<file path="config.mk">
export PLATFORM = sky130hd
export DESIGN_NAME = axi4_chk_len_fifo
export DESIGN_NICKNAME = d
export VERILOG_FILES = /design/src/rtl/axi4_protocol_checker_pkg.sv /design/src/rtl/axi4_chk_len_fifo.sv
export SDC_FILE = /design/constraint.sdc
export NUM_CORES = 1
export LEC_CHECK = 0
export CELL_PAD_IN_SITES_DETAIL_PLACEMENT = 1
export CELL_PAD_IN_SITES_GLOBAL_PLACEMENT = 1
export CORE_MARGIN = 2
export CORE_UTILIZATION = 38
export DETAILED_ROUTE_END_ITERATION = 8
export GPL_TIMING_DRIVEN = 0
export HOLD_SLACK_MARGIN = 0.12
export MAX_ROUTING_LAYER = met4
export PLACE_DENSITY = 0.63
export SYNTH_ARGS = -nofsm -noshare
export SYNTH_HDL_FRONTEND = slang
export SYNTH_SLANG_ARGS = --single-unit
</file>
<file path="constraint.sdc">
create_clock -name clk -period 2.37 [get_ports clk]
set_input_delay 0.474 -clock clk [delete_from_list [all_inputs] [get_ports clk]]
set_output_delay 0.474 -clock clk [all_outputs]
set_load 0.01 [all_outputs]
</file>
<file path="src/rtl/axi4_protocol_checker_pkg.sv">
// axi_parameters: shared AXI widths and the protocol checker error codes.
// Provides axi_chk_err_e, AXI_CHK_NUM_ERR and chk_first_err().
package axi_parameters;

    localparam int ADDR_WIDTH      = 32;
    localparam int DATA_WIDTH      = 32;
    localparam int AXI_CHK_NUM_ERR = 12;

    typedef enum logic [3:0] {
        ERR_NONE          = 4'd0,
        ERR_AW_UNSTABLE   = 4'd1,
        ERR_W_UNSTABLE    = 4'd2,
        ERR_B_UNSTABLE    = 4'd3,
        ERR_AR_UNSTABLE   = 4'd4,
        ERR_R_UNSTABLE    = 4'd5,
        ERR_WLAST_EARLY   = 4'd6,
        ERR_WLAST_MISSING = 4'd7,
        ERR_W_NO_AW       = 4'd8,
        ERR_B_NO_WRITE    = 4'd9,
        ERR_RLAST_NO_READ = 4'd10,
        ERR_WR_OVERFLOW   = 4'd11,
        ERR_RD_OVERFLOW   = 4'd12
    } axi_chk_err_e;

    // Lowest set bit wins; bit n-1 carries code n.
    function automatic axi_chk_err_e chk_first_err(
        input logic [AXI_CHK_NUM_ERR-1:0] v
    );
        axi_chk_err_e e;
        e = ERR_NONE;
        for (int i = AXI_CHK_NUM_ERR - 1; i >= 0; i--) begin
            if (v[i]) e = axi_chk_err_e'(4'(i + 1));
        end
        return e;
    endfunction

endpackage

</file>
<file path="src/rtl/axi4_chk_len_fifo.sv">
// axi4_chk_len_fifo: synchronous FIFO of AWLEN values awaiting W data.
// Ports: clk, rst_n, push/pop/din in; head, full, empty out.
module axi4_chk_len_fifo
    import axi_parameters::*;
#(
    parameter int WIDTH = 4,
    parameter int DEPTH = 8
) (
    input  logic             clk,
    input  logic             rst_n,
    input  logic             push,
    input  logic             pop,
    input  logic [WIDTH-1:0] din,
    output logic [WIDTH-1:0] head,
    output logic             full,
    output logic             empty
);

    localparam int PW = $clog2(DEPTH);

    logic [WIDTH-1:0] mem [DEPTH];
    logic [PW-1:0]    rd_ptr;
    logic [PW-1:0]    wr_ptr;
    logic [PW:0]      count;
    logic             do_push;
    logic             do_pop;

    assign full    = (count == (PW + 1)'(DEPTH));
    assign empty   = (count == '0);
    assign head    = mem[rd_ptr];
    assign do_pop  = pop && !empty;
    // A pop frees the slot, so push is legal even when full.
    assign do_push = push && (!full || do_pop);

    always_ff @(posedge clk) begin
        if (do_push) mem[wr_ptr] <= din;
    end

    always_ff @(posedge clk or negedge rst_n) begin
        if (!rst_n) begin
            rd_ptr <= '0;
            wr_ptr <= '0;
            count  <= '0;
        end else begin
            if (do_push) wr_ptr <= wr_ptr + 1'b1;
            if (do_pop)  rd_ptr <= rd_ptr + 1'b1;
            count <= count + (PW + 1)'(do_push) - (PW + 1)'(do_pop);
        end
    end

endmodule

</file>
==> results of run 1 <==
==> cells in the mapped netlist, drive strengths merged <==
library cell  count  share of area, %
edfxtp           32                52
dfrtp            10                14
mux4              8                11
ha                7               4.7
inv               6               1.2
mux2              6               3.6
nor3              6               1.6
nand2             4              0.81
nand2b            4               1.4
xnor2             4               1.9
nor2              3              0.74
nor4              2              0.68
xor2              2              0.95
a21o              1              0.41
a21oi             1              0.27
buf               1              0.61
clkbuf            1              0.20
fa                1               1.1
mux2i             1              0.54
nor2b             1              0.34
nor3b             1              0.41
o211ai            1              0.41
o21ai             1              0.47
or2               1              0.34
or3b              1              0.61
==> per-layer routing <==
metal / part of all wire (%) / routed length [um] / vias up / global-route usage [%]
met3: 4.0 / 135 / 4 / 2.881
met5: 0 / 0 / - / -
met1: 44 / 1481 / 502 / 18.05
met4: 1.4 / 48 / 0 / 7.273
li1: - / - / 447 / -
met2: 51 / 1704 / 18 / 22.92
==> repair_timing <==
item | in CTS | in global routing
setup buffers | 2 | 0
resized for setup | 27 | 5
endpoints found under the setup margin | 11 | 11
cloned | 1 | 0
hold endpoints to repair | 0 | 0
==> where the power goes <==
part	internal, uW	switching, uW
registers	974	168
logic	551	419
clock network	234	250
total	1760	837
==> cell type report <==
type / instances / area (um2)
Clock inverter: 2 / 12.51
Multi-Input combinational cell: 56 / 619.3
Timing Repair Buffer: 16 / 153.9
Tap cell: 67 / 83.83
Buffer: 1 / 11.26
Fill cell: 462 / 2526
Sequential cell: 42 / 1211
Clock buffer: 6 / 82.58
Inverter: 6 / 22.52
==> cells by family (layout without fill, tap and decap cells) <==
logic type	count (synthesis)	in the layout
simple gates	23	23
fa+ha+maj	8	8
mux	15	15
compound gates	4	4
flops	42	42
buf+inv	8	31
xor+xnor	6	6
==> sequential cells by signal, summed over array words and instances (netlist names) <==
name    cells
mem        32
rd_ptr      3
count       4
wr_ptr      3
==> worst paths after layout <==
check / endpoint / slack (ps) / depth (start not counted)
setup reg to reg: count[3] / 180 / 9
setup / recovery: head[1] / 40 / 5
max in group asynchronous: wr_ptr[2] / 1560 / 1
min in group clk: wr_ptr[2] / 500 / 1
hold / removal: count[2] / 490 / 1
hold reg to reg: wr_ptr[2] / 500 / 1
==> through the flow <==
stage	instances	instance area, um2	power (uW)
after floorplan	106	1853	1727
after global placement	186	2067	2029
after detailed placement	186	2067	2079
after CTS	196	2180	2623
after global routing	196	2197	2779
final	196	2197	2597
==> impl_metrics.env, run 1 <==
export IMPL_cp_required_ps=1900
export IMPL_grt_max_degree=14
export IMPL_syn_area_mm2=0.001853
export IMPL_start_kind="flip-flop"
export IMPL_setup_tns_ps=0
export IMPL_layout_common_cells="edfxtp_1, dfrtp_1, clkdlybuf4s50_1"
export IMPL_grt_usage_pct=14.61
export IMPL_finalWorstSetupSlack_ps=41.13
export IMPL_root_buffer="clkbuf_8"
export IMPL_cts_tree="built"
export IMPL_final_setup_viol_count=0
export IMPL_drt_first_pass_iters=4
export IMPL_startpoint="rd_ptr[1]"
export IMPL_yosys_area_share_simple_pct=6.887
export IMPL_fin_crit_sh_pct=98.26
export IMPL_avgRoutedWirePerCell_um=17.19
export IMPL_synth_xor_area_share_pct=2.836
export IMPL_diodes=0
export IMPL_rsz0062_at_grt="yes"
export IMPL_drive_above_1_share_pct=28.68
export IMPL_tightest_slew_ps=704.7
export IMPL_outcome="complete, no violations"
export IMPL_nets=144
export IMPL_port_buffer_count=13
export IMPL_final_common_cell="edfxtp_1"
export IMPL_peakVddDrop_mv=0.3706
export IMPL_grt_overflow=0
export IMPL_ys_warn_count=0
export IMPL_grt_pass1_vias=1056
export IMPL_crit_family="multiplexers"
export IMPL_synthAdderAreaFrac_pct=5.807
export IMPL_powerDensity_mw_per_mm2=1182
export IMPL_viasPerCell=4.954
export IMPL_crit_fanout=5
export IMPL_core_mm2=0.004723
export IMPL_final_util_pct=46.52
export IMPL_hp_class="in2async"
export IMPL_crit_type="reg2out"
export IMPL_cp_num_buf_inv=3
export IMPL_antenna_found_initial=0
export IMPL_worstPathCellList="buf_6, buf_12, mux4_2, mux2_4, buf_6"
export IMPL_maxCapViolCount=0
export IMPL_fmax_ghz=0.4294
export IMPL_post_place_ws_ps=-345.6
export IMPL_dpl_hpwl_mm=2.355
export IMPL_syn_num_nets=122
export IMPL_gp_congestion=0.6939
export IMPL_synth_seq_cells=42
export IMPL_crit_path_end_kind="primary output"
export IMPL_route_vias_total=971
export IMPL_fp_dieW_um=73.83
export IMPL_die_area_mm2=0.005451
export IMPL_synth_avg_cell_area_um2=17.48
export IMPL_synth_cell_types=26
export IMPL_clock_path_buffers=2
export IMPL_routed_wl_mm=3.370
export IMPL_synth_top_family_by_area="multiplexers"
export IMPL_post_route_min_period_ps=2329
export IMPL_start_util_pct=39.23
export IMPL_worst_r2r_startpoint="count[2]"
export IMPL_cts_made_buffers=5
export IMPL_fp_dieH_um=73.83
export IMPL_synthMuxAreaShare_pct=15.53
export IMPL_grt_pass1_wl_mm=5.444
export IMPL_cp_arrival_ps=1850
export IMPL_hold_slack_ps=494.1
export IMPL_numClockSinks=42
export IMPL_synthCells=106
export IMPL_num_rows=25
export IMPL_io_pins=14
export IMPL_htree_num_levels=2
export IMPL_area_growth_syn_to_layout_pct=18.57
export IMPL_slew_headroom_pct=52.66
export IMPL_critical_path_slowest_cell="mux4_2"
export IMPL_skew_ps=5.301
export IMPL_p_leak_uw=0.0008068
export IMPL_clk_latency_ps=290
export IMPL_max_stage_delay_ps=480
export IMPL_drc_errors=0
export IMPL_crit_top_cell="buf_6"
export IMPL_hold_buffers=0
export IMPL_synth_compound_area_share_pct=1.553
export IMPL_drv_slew=0
export IMPL_seq_area_frac_synth_pct=65.36
export IMPL_hold_viol=0
export IMPL_initialDrtViolationCount=50
export IMPL_antenna_left=0
export IMPL_clk_pin_slew_ps=80
Note: power is estimated with default switching activity, not from simulation.
==> run 2: changes to the inputs <==
--- a/config.mk
+++ b/config.mk
@@ -7,7 +7,7 @@
 export LEC_CHECK = 0
 export CELL_PAD_IN_SITES_DETAIL_PLACEMENT = 1
 export CELL_PAD_IN_SITES_GLOBAL_PLACEMENT = 1
-export CORE_MARGIN = 2
+export CORE_MARGIN = 1
 export CORE_UTILIZATION = 38
 export DETAILED_ROUTE_END_ITERATION = 8
 export GPL_TIMING_DRIVEN = 0
==> impl_metrics.env, run 2 (same netlist as run 1, synthesis figures left out) <==
export IMPL_outcome="complete, no violations"
export IMPL_cp_arrival_ps=1840
export IMPL_drv_slew=0
export IMPL_root_buffer="clkbuf_8"
export IMPL_clk_pin_slew_ps=80
export IMPL_die_area_mm2=0.005160
export IMPL_core_mm2=0.004692
export IMPL_crit_path_end_kind="primary output"
export IMPL_hold_slack_ps=500.2
export IMPL_cp_required_ps=1900
export IMPL_p_sw_share_pct=32.56
export IMPL_nets=144
export IMPL_critical_path_slowest_cell="mux4_1"
export IMPL_num_rows=25
export IMPL_drt_first_pass_iters=4
export IMPL_skew_ps=5.537
export IMPL_top_regs="mem (32), count (4)"
export IMPL_cts_made_buffers=5
export IMPL_max_stage_delay_ps=530
export IMPL_grt_overflow=0
export IMPL_seqPwrFrac_pct=45.2
export IMPL_clock_path_buffers=2
export IMPL_largest_register="mem"
export IMPL_hold_viol=0
export IMPL_antenna_left=0
export IMPL_fp_dieH_um=71.83
export IMPL_viasPerCell=5.268
export IMPL_fillers=478
export IMPL_route_vias_total=964
export IMPL_crit_type="reg2out"
export IMPL_clk_latency_ps=290
export IMPL_p_leak_uw=0.0007920
export IMPL_start_kind="flip-flop"
export IMPL_final_common_cell="edfxtp_1"
export IMPL_area_growth_syn_to_layout_pct=16.54
export IMPL_regArea_mm2=0.001211
export IMPL_post_route_min_period_ps=2310
export IMPL_cts_tree="built"
export IMPL_drive_above_1_share_pct=28.68
export IMPL_clockPowerShare_pct=17.4
export IMPL_power_total_uw=2508
export IMPL_final_setup_viol_count=0
export IMPL_start_util_pct=39.49
export IMPL_dpl_hpwl_mm=2.324
export IMPL_grt_max_degree=14
export IMPL_grt_pass1_vias=1045
export IMPL_slew_headroom_pct=51.17
export IMPL_htree_num_levels=2
export IMPL_diodes=0
export IMPL_fp_dieW_um=71.83
export IMPL_p_int_uw=1691
export IMPL_initialDrtViolationCount=59
export IMPL_hp_class="reg2reg"
export IMPL_rsz0062_at_grt="yes"
export IMPL_layout_common_cells="edfxtp_1, dfrtp_1, clkdlybuf4s50_1"
export IMPL_p_switching_uw=816.8
export IMPL_powerDensity_mw_per_mm2=1161
export IMPL_peakVddDrop_mv=0.4774
export IMPL_gp_congestion=0.7460
export IMPL_grt_usage_pct=15.44
export IMPL_grt_pass1_wl_mm=5.478
export IMPL_comb_power_share_pct=37.4
export IMPL_crit_fanout=4
export IMPL_hold_buffers=0
export IMPL_io_pins=14
export IMPL_tightest_slew_ps=726.9
export IMPL_multi_input_area_um2=620.6
export IMPL_routed_wl_mm=3.384
export IMPL_maxCapViolCount=0
export IMPL_worstPathCellList="buf_4, buf_6, mux4_1, mux2_2, buf_2"
export IMPL_largest_register_ffs=32
export IMPL_numClockSinks=42
export IMPL_fin_crit_sh_pct=97.49
export IMPL_antenna_found_initial=0
export IMPL_avgRoutedWirePerCell_um=18.49
export IMPL_drc_errors=0
export IMPL_fmax_ghz=0.4328
export IMPL_port_buffer_count=13
-- run 2: cell types whose count changed in the layout (fill, tap and decap cells not counted), sizes merged --
cell	previous run	this run
clkinv	1	2
buf	8	7
clkdlybuf4s15	0	1
clkbuf	6	5
-- run 2: per-layer routing --
layer / global-route usage, % / wire length [um] / part of all wire, %
met5: - / 0 / 0
met3: 3.516 / 83 / 2.5
met2: 24.53 / 1785 / 53
met4: 5.882 / 31 / 0.92
met1: 19.38 / 1483 / 44
-- run 2: final timing paths --
kind / endpoint / slack [ps] / cells after the start / from
worst max-delay path: head[1] / 60 / 5 / rd_ptr[1]
worst min-delay path: wr_ptr[2] / 500 / 1 / wr_ptr[2]
worst min register to register: wr_ptr[2] / 500 / 1 / wr_ptr[2]
min in group asynchronous: rd_ptr[0] / 510 / 1 / rst_n
max in group asynchronous: wr_ptr[2] / 1540 / 1 / rst_n
worst max register to register: count[2] / 140 / 9 / count[2]
-- run 2: worst max-delay path: cells and delay by family, from the launching register on --
family	cells	cell delay [ps]
flip-flops	1	370
buffers and inverters	3	380
multiplexers	2	800
-- run 2: power groups by stage --
stage | registers [uW] | clock network (uW) | logic, uW
after CTS | 1140 | 450 | 977
after global placement | 1100 | 0 | 923
after global routing | 1160 | 476 | 1050
after floorplan | 1070 | 0 | 655
final | 1130 | 437 | 939
after detailed placement | 1110 | 0 | 959
-- run 2: layout make-up --
class                      instances  area share (%)
tap                               54           3.129
timing repair buffer              17           7.068
clock buffer                       5           3.187
sequential                        42           56.08
multi-input combinational         56           28.74
clock inverter                     3          0.7532
inverter                           6           1.043
-- run 2: through the flow --
step	utilization [%]	area, um2	setup TNS [ps]	std cells	setup WS, ps
floorplan	-	1853	0	106	88.56
global placement	43.71	2051	-6833	173	-397.6
detailed placement	43.71	2051	-7278	173	-477.7
CTS	45.95	2156	-3.567	184	-3.567
global route	46.03	2160	-63.51	183	-62.81
finish	46.03	2160	0	183	59.58
-- run 2: what timing repair did --
item / 4_1_cts / 5_1_grt
setup endpoints to repair: 16 / 11
cloned: 1 / 0
gates resized for setup: 28 / 4
setup buffers: 3 / 0
